==> config.mk <==
export PLATFORM = sky130hd
export DESIGN_NAME = nn_sample_driver
export DESIGN_NICKNAME = d
export VERILOG_FILES = /design/src/rtl/nn_pkg.sv /design/src/rtl/nn_sample_mem.sv /design/src/rtl/nn_sample_driver.sv
export SDC_FILE = /design/constraint.sdc
export NUM_CORES = 1
export LEC_CHECK = 0
export BUFFER_PORTS_ARGS = -buffer_cell sky130_fd_sc_hd__buf_2
export CORE_MARGIN = 1.5
export CORE_UTILIZATION = 31
export DETAILED_ROUTE_END_ITERATION = 10
export PLACE_DENSITY_LB_ADDON = 0.25
export SYNTH_ARGS = -nofsm -noshare
export SYNTH_HDL_FRONTEND = slang
export SYNTH_HIERARCHICAL = 1
export SYNTH_SLANG_ARGS = --single-unit
==> constraint.sdc <==
create_clock -name CLK -period 9.65 [get_ports CLK]
set_input_delay 0.4825 -clock CLK [delete_from_list [all_inputs] [get_ports CLK]]
set_output_delay 0.4825 -clock CLK [all_outputs]
set_load 0.01 [all_outputs]
==> src/rtl/nn_pkg.sv <==
// Shared constants, state encoding and sample-word helpers for the
// FeedForwardNN on-chip sample driver.
package nn_pkg;

    localparam int DATA_W     = 9;
    localparam int NUM_INPUTS = 4;
    localparam int LABEL_W    = 2;
    localparam int WORD_W     = NUM_INPUTS * DATA_W + LABEL_W;

    localparam logic [1:0] ST_IDLE   = 2'd0;
    localparam logic [1:0] ST_RUN    = 2'd1;
    localparam logic [1:0] ST_FINISH = 2'd2;

    typedef logic [WORD_W-1:0] sample_word_t;

    function automatic sample_word_t pack_sample(
        input logic [LABEL_W-1:0] lbl,
        input logic [DATA_W-1:0]  x3,
        input logic [DATA_W-1:0]  x2,
        input logic [DATA_W-1:0]  x1,
        input logic [DATA_W-1:0]  x0
    );
        return {lbl, x3, x2, x1, x0};
    endfunction

    function automatic logic [LABEL_W-1:0] unpack_label(
        input sample_word_t w
    );
        return w[WORD_W-1 -: LABEL_W];
    endfunction

    function automatic logic [DATA_W-1:0] unpack_x(
        input sample_word_t w,
        input int           i
    );
        return w[i*DATA_W +: DATA_W];
    endfunction

endpackage

==> src/rtl/nn_sample_mem.sv <==
// Sample memory: synchronous write, two combinational read ports
// (current label and next feature vector).
module nn_sample_mem
    import nn_pkg::*;
#(
    parameter  int DEPTH = 16,
    parameter  int WIDTH = WORD_W,
    localparam int AW    = $clog2(DEPTH)
) (
    input  logic             clk_i,
    input  logic             we_i,
    input  logic [AW-1:0]    waddr_i,
    input  logic [WIDTH-1:0] wdata_i,
    input  logic [AW-1:0]    raddr0_i,
    output logic [WIDTH-1:0] rdata0_o,
    input  logic [AW-1:0]    raddr1_i,
    output logic [WIDTH-1:0] rdata1_o
);

    logic [WIDTH-1:0] mem_q [DEPTH];

    always_ff @(posedge clk_i) begin
        if (we_i) begin
            mem_q[waddr_i] <= wdata_i;
        end
    end

    assign rdata0_o = mem_q[raddr0_i];
    assign rdata1_o = mem_q[raddr1_i];

endmodule

==> src/rtl/nn_sample_driver.sv <==
// Presents stored feature vectors to the NN, waits its latency, scores
// {y1,y0} against the stored label and reports the correct count.
module nn_sample_driver #(
    parameter  int NUM_SAMPLES = 16,
    parameter  int DATA_W      = nn_pkg::DATA_W,
    parameter  int NN_LATENCY  = 3,
    localparam int AW          = $clog2(NUM_SAMPLES),
    localparam int CW          = $clog2(NUM_SAMPLES + 1),
    localparam int LW          = 4 * DATA_W + 2
) (
    input  logic                     CLK,
    input  logic                     RST_N,
    input  logic                     load_en,
    input  logic [AW-1:0]            load_addr,
    input  logic [LW-1:0]            load_data,
    input  logic                     start,
    output logic signed [DATA_W-1:0] x0,
    output logic signed [DATA_W-1:0] x1,
    output logic signed [DATA_W-1:0] x2,
    output logic signed [DATA_W-1:0] x3,
    input  logic                     y0,
    input  logic                     y1,
    output logic                     busy,
    output logic                     done,
    output logic [AW-1:0]            sample_idx,
    output logic [CW-1:0]            correct_count
);
    import nn_pkg::*;

    localparam int XW = NUM_INPUTS * DATA_W;
    localparam int WW = (NN_LATENCY > 1) ? $clog2(NN_LATENCY) : 1;
    localparam logic [WW-1:0] LAT_LAST = WW'(NN_LATENCY - 1);
    localparam logic [AW-1:0] IDX_LAST = AW'(NUM_SAMPLES - 1);

    logic [1:0]    state_q, state_d;
    logic [WW-1:0] wait_q, wait_d;
    logic [AW-1:0] idx_q, idx_d;
    logic [CW-1:0] cnt_q, cnt_d;
    logic [NUM_INPUTS-1:0][DATA_W-1:0] x_q, x_d;

    logic          mem_we;
    logic [AW-1:0] nxt_addr;
    logic [LW-1:0] cur_word;
    logic [LW-1:0] nxt_word;
    logic          capture;
    logic          hit;

    assign mem_we = load_en && (state_q == ST_IDLE);

    // In IDLE the next vector is sample 0; in RUN it is the one after idx.
    assign nxt_addr = (state_q == ST_RUN) ? idx_q + AW'(1) : '0;

    nn_sample_mem #(
        .DEPTH (NUM_SAMPLES),
        .WIDTH (LW)
    ) u_mem (
        .clk_i    (CLK),
        .we_i     (mem_we),
        .waddr_i  (load_addr),
        .wdata_i  (load_data),
        .raddr0_i (idx_q),
        .rdata0_o (cur_word),
        .raddr1_i (nxt_addr),
        .rdata1_o (nxt_word)
    );

    assign capture = (state_q == ST_RUN) && (wait_q == LAT_LAST);
    assign hit     = ({y1, y0} == cur_word[LW-1 -: LABEL_W]);

    always_comb begin
        state_d = state_q;
        wait_d  = wait_q;
        idx_d   = idx_q;
        cnt_d   = cnt_q;
        x_d     = x_q;
        unique case (1'b1)
            (state_q == ST_IDLE): begin
                if (start) begin
                    state_d = ST_RUN;
                    wait_d  = '0;
                    idx_d   = '0;
                    cnt_d   = '0;
                    x_d     = nxt_word[XW-1:0];
                end
            end
            (state_q == ST_RUN): begin
                wait_d = wait_q + WW'(1);
                if (capture) begin
                    if (hit) begin
                        cnt_d = cnt_q + CW'(1);
                    end
                    if (idx_q != IDX_LAST) begin
                        idx_d  = idx_q + AW'(1);
                        x_d    = nxt_word[XW-1:0];
                        wait_d = '0;
                    end else begin
                        state_d = ST_FINISH;
                    end
                end
            end
            (state_q == ST_FINISH): begin
                state_d = ST_IDLE;
            end
            default: begin
                state_d = ST_IDLE;
            end
        endcase
    end

    always_ff @(posedge CLK or negedge RST_N) begin
        if (!RST_N) begin
            state_q <= ST_IDLE;
            wait_q  <= '0;
            idx_q   <= '0;
            cnt_q   <= '0;
            x_q     <= '0;
        end else begin
            state_q <= state_d;
            wait_q  <= wait_d;
            idx_q   <= idx_d;
            cnt_q   <= cnt_d;
            x_q     <= x_d;
        end
    end

    assign x0            = x_q[0];
    assign x1            = x_q[1];
    assign x2            = x_q[2];
    assign x3            = x_q[3];
    assign busy          = (state_q == ST_RUN);
    assign done          = (state_q == ST_FINISH);
    assign sample_idx    = idx_q;
    assign correct_count = cnt_q;

endmodule

==> impl_metrics.json <==
{
  "relSlewSlack_pct": 29.0,
  "layout_commonest_cell": "edfxtp_1",
  "crit_fanout": 104,
  "io_buffers": 94,
  "avgSynthCellArea_um2": 22.3,
  "vias_per_cell": 5.01,
  "seqPwrFrac_pct": 37.7,
  "worst_slew_pin_slew_ns": 1.06,
  "fin_util_pct": 36.4,
  "antenna_left": 0,
  "htree_levels": 3,
  "cp.required_ns": 10.13,
  "nFillCells": 7365,
  "slew_violations": 0,
  "area_delta_synth_final_pct": 16.3,
  "fin_skew_ns": 0.0243,
  "grt_pass1_vias": 12400,
  "num-nets-final": 1302,
  "clockBufferDepth": 3,
  "p_per_area_nw_per_um2": 303,
  "syn_inst": 1130,
  "drv_cap": 0,
  "min_period_ns": 3.99,
  "place.gp.congestion": 0.736,
  "slowest_delay_ns": 0.81,
  "drc": 0,
  "worstSetupStartpointType": "flip-flop",
  "grt_max_degree": 105,
  "irDropWorstVdd_mv": 0.217,
  "die_area_um2": 83000,
  "clkTransAtPathRegs_ns": 0.06,
  "fmax_mhz": 250,
  "final_area_um2": 29300,
  "rows": 104,
  "cts_setup_buffers": 0,
  "slowest_stage": "buf_4",
  "dp.cells": 2237,
  "die_w_um": 288,
  "initial_core_util_pct": 31.3,
  "core-area_um2": 80400,
  "worstSkewPairLatency_ns": 0.61,
  "grtUsageTotal_pct": 14.8,
  "dpl_cell_area_um2": 26900,
  "sw_frac_of_total_pct": 29.6,
  "num_vias": 11900,
  "power_mw": 8.88,
  "status": "finished clean",
  "stdcell_count": 2370,
  "p_leak_nw": 9.52,
  "cts_made_buffers": 72,
  "crit_path_cell_trace": "nand2b_1 > nor2_4 > buf_12 > buf_4 > mux4_2 > a22oi_1 > nand2_1 > mux2_4",
  "setup_tns_ns": 0,
  "antenna_found_initial": 8,
  "finalHoldViolations": 0,
  "crit_type": "flip-flop to flip-flop",
  "worstHoldPathType": "input port to async pin",
  "p_sw_mw": 2.63,
  "fin_crit_sh_pct": 41.4,
  "p_int_mw": 6.25,
  "firstDrtPassIters": 4,
  "ctsHoldBuffers": 0,
  "clock_sinks": 657,
  "rr_worst_depth": 8,
  "critPathCaptureType": "flip-flop",
  "die_y_um": 288,
  "place_hpwl_um": 29500,
  "comb_power_share_pct": 31.4,
  "crit_arrival_ns": 4.47,
  "ys.warnings.count": 6,
  "ios": 95,
  "drt_iter0_drc": 1018,
  "grt_pass1_wl_um": 87100,
  "routedWlPerCell_um": 25.5,
  "routed_wirelength_um": 60400,
  "synth_nets": 1181,
  "clkPwrFrac_pct": 30.9,
  "syn_area_um2": 25200,
  "grt_overflow_total": 0,
  "rsz0062_at_grt": "no",
  "cts_resized": 0,
  "drive_gt1_share_pct": 33.6,
  "final-setup-viol-count": 0,
  "final_cell_mix": "608 x edfxtp_1, 152 x mux4_2, 94 x buf_2",
  "cts_tree": "yes",
  "clock_tree.root_cell": "clkbuf_16"
}
## flip-flops by register name (all words and copies together), names as in the netlist
| signal | cells |
|---|---|
| correct_count | 5 |
| sample_idx | 4 |
| state_q | 2 |
| u_mem/mem_q | 608 |
| wait_q | 2 |
| x0 | 9 |
| x1 | 9 |
| x2 | 9 |
| x3 | 9 |
## path summary, 6_finish.rpt
| kind | start | end | slack, ns |
|---|---|---|---|
| setup / recovery | state_q[0] | x2[0] | 5.66 |
| hold / removal | RST_N | correct_count[0] | 0.11 |
| setup reg to reg | state_q[0] | x2[0] | 5.66 |
| hold reg to reg | wait_q[1] | wait_q[1] | 0.49 |
| max in group asynchronous | RST_N | x2[0] | 8.93 |
| min in group CLK | load_data[35] | u_mem/mem_q[15][35] | 0.25 |
## through the flow
stage / setup slack, ns / hold slack [ns]
4_1_cts: 5.56 / 0.121
3_3_place_gp: 5.63 / 0.475
3_5_place_dp: 5.56 / 0.481
6_report: 5.66 / 0.108
2_1_floorplan: 5.13 / 0.187
5_1_grt: 5.28 / 0.161
## area by class of cell
cell class | instances | area, um2 | share of cell area, %
antenna | 2 | 5.00 | 0.0171
sequential | 657 | 19500 | 66.5
tap | 1060 | 1330 | 4.53
clock buffer | 101 | 2050 | 6.98
clock inverter | 30 | 333 | 1.14
inverter | 2 | 10.0 | 0.0342
timing repair buffer | 122 | 693 | 2.37
multi-input combinational | 396 | 5400 | 18.4
## metal layers
| metal | share of wire [%] | global-route usage, % | up-vias |
|---|---|---|---|
| li1 | - | - | 4973 |
| met1 | 46 | 20.7 | 6484 |
| met2 | 47 | 23.2 | 300 |
| met3 | 5.3 | 3.23 | 107 |
| met4 | 2.0 | 4.21 | 8 |
| met5 | 0.094 | 0 | - |
## power by group through the flow
stage	combinational (mW)	sequential, mW	clock [mW]
floorplan	2.12	3.40	0
global placement	2.83	3.41	0
detailed placement	2.85	3.41	0
CTS	2.85	3.35	2.81
global route	3.01	3.37	2.91
finish	2.79	3.35	2.74
## worst max-delay path: cells and delay by family, from the launching register on
family | cells | cell delay (ns)
AOI/OAI and AO/OA | 1 | 0.24
buffers and inverters | 2 | 1.38
and+or+nand+nor | 3 | 0.60
DFF | 1 | 0.57
muxes | 2 | 0.85
Note: power is estimated with default switching activity, not from simulation.
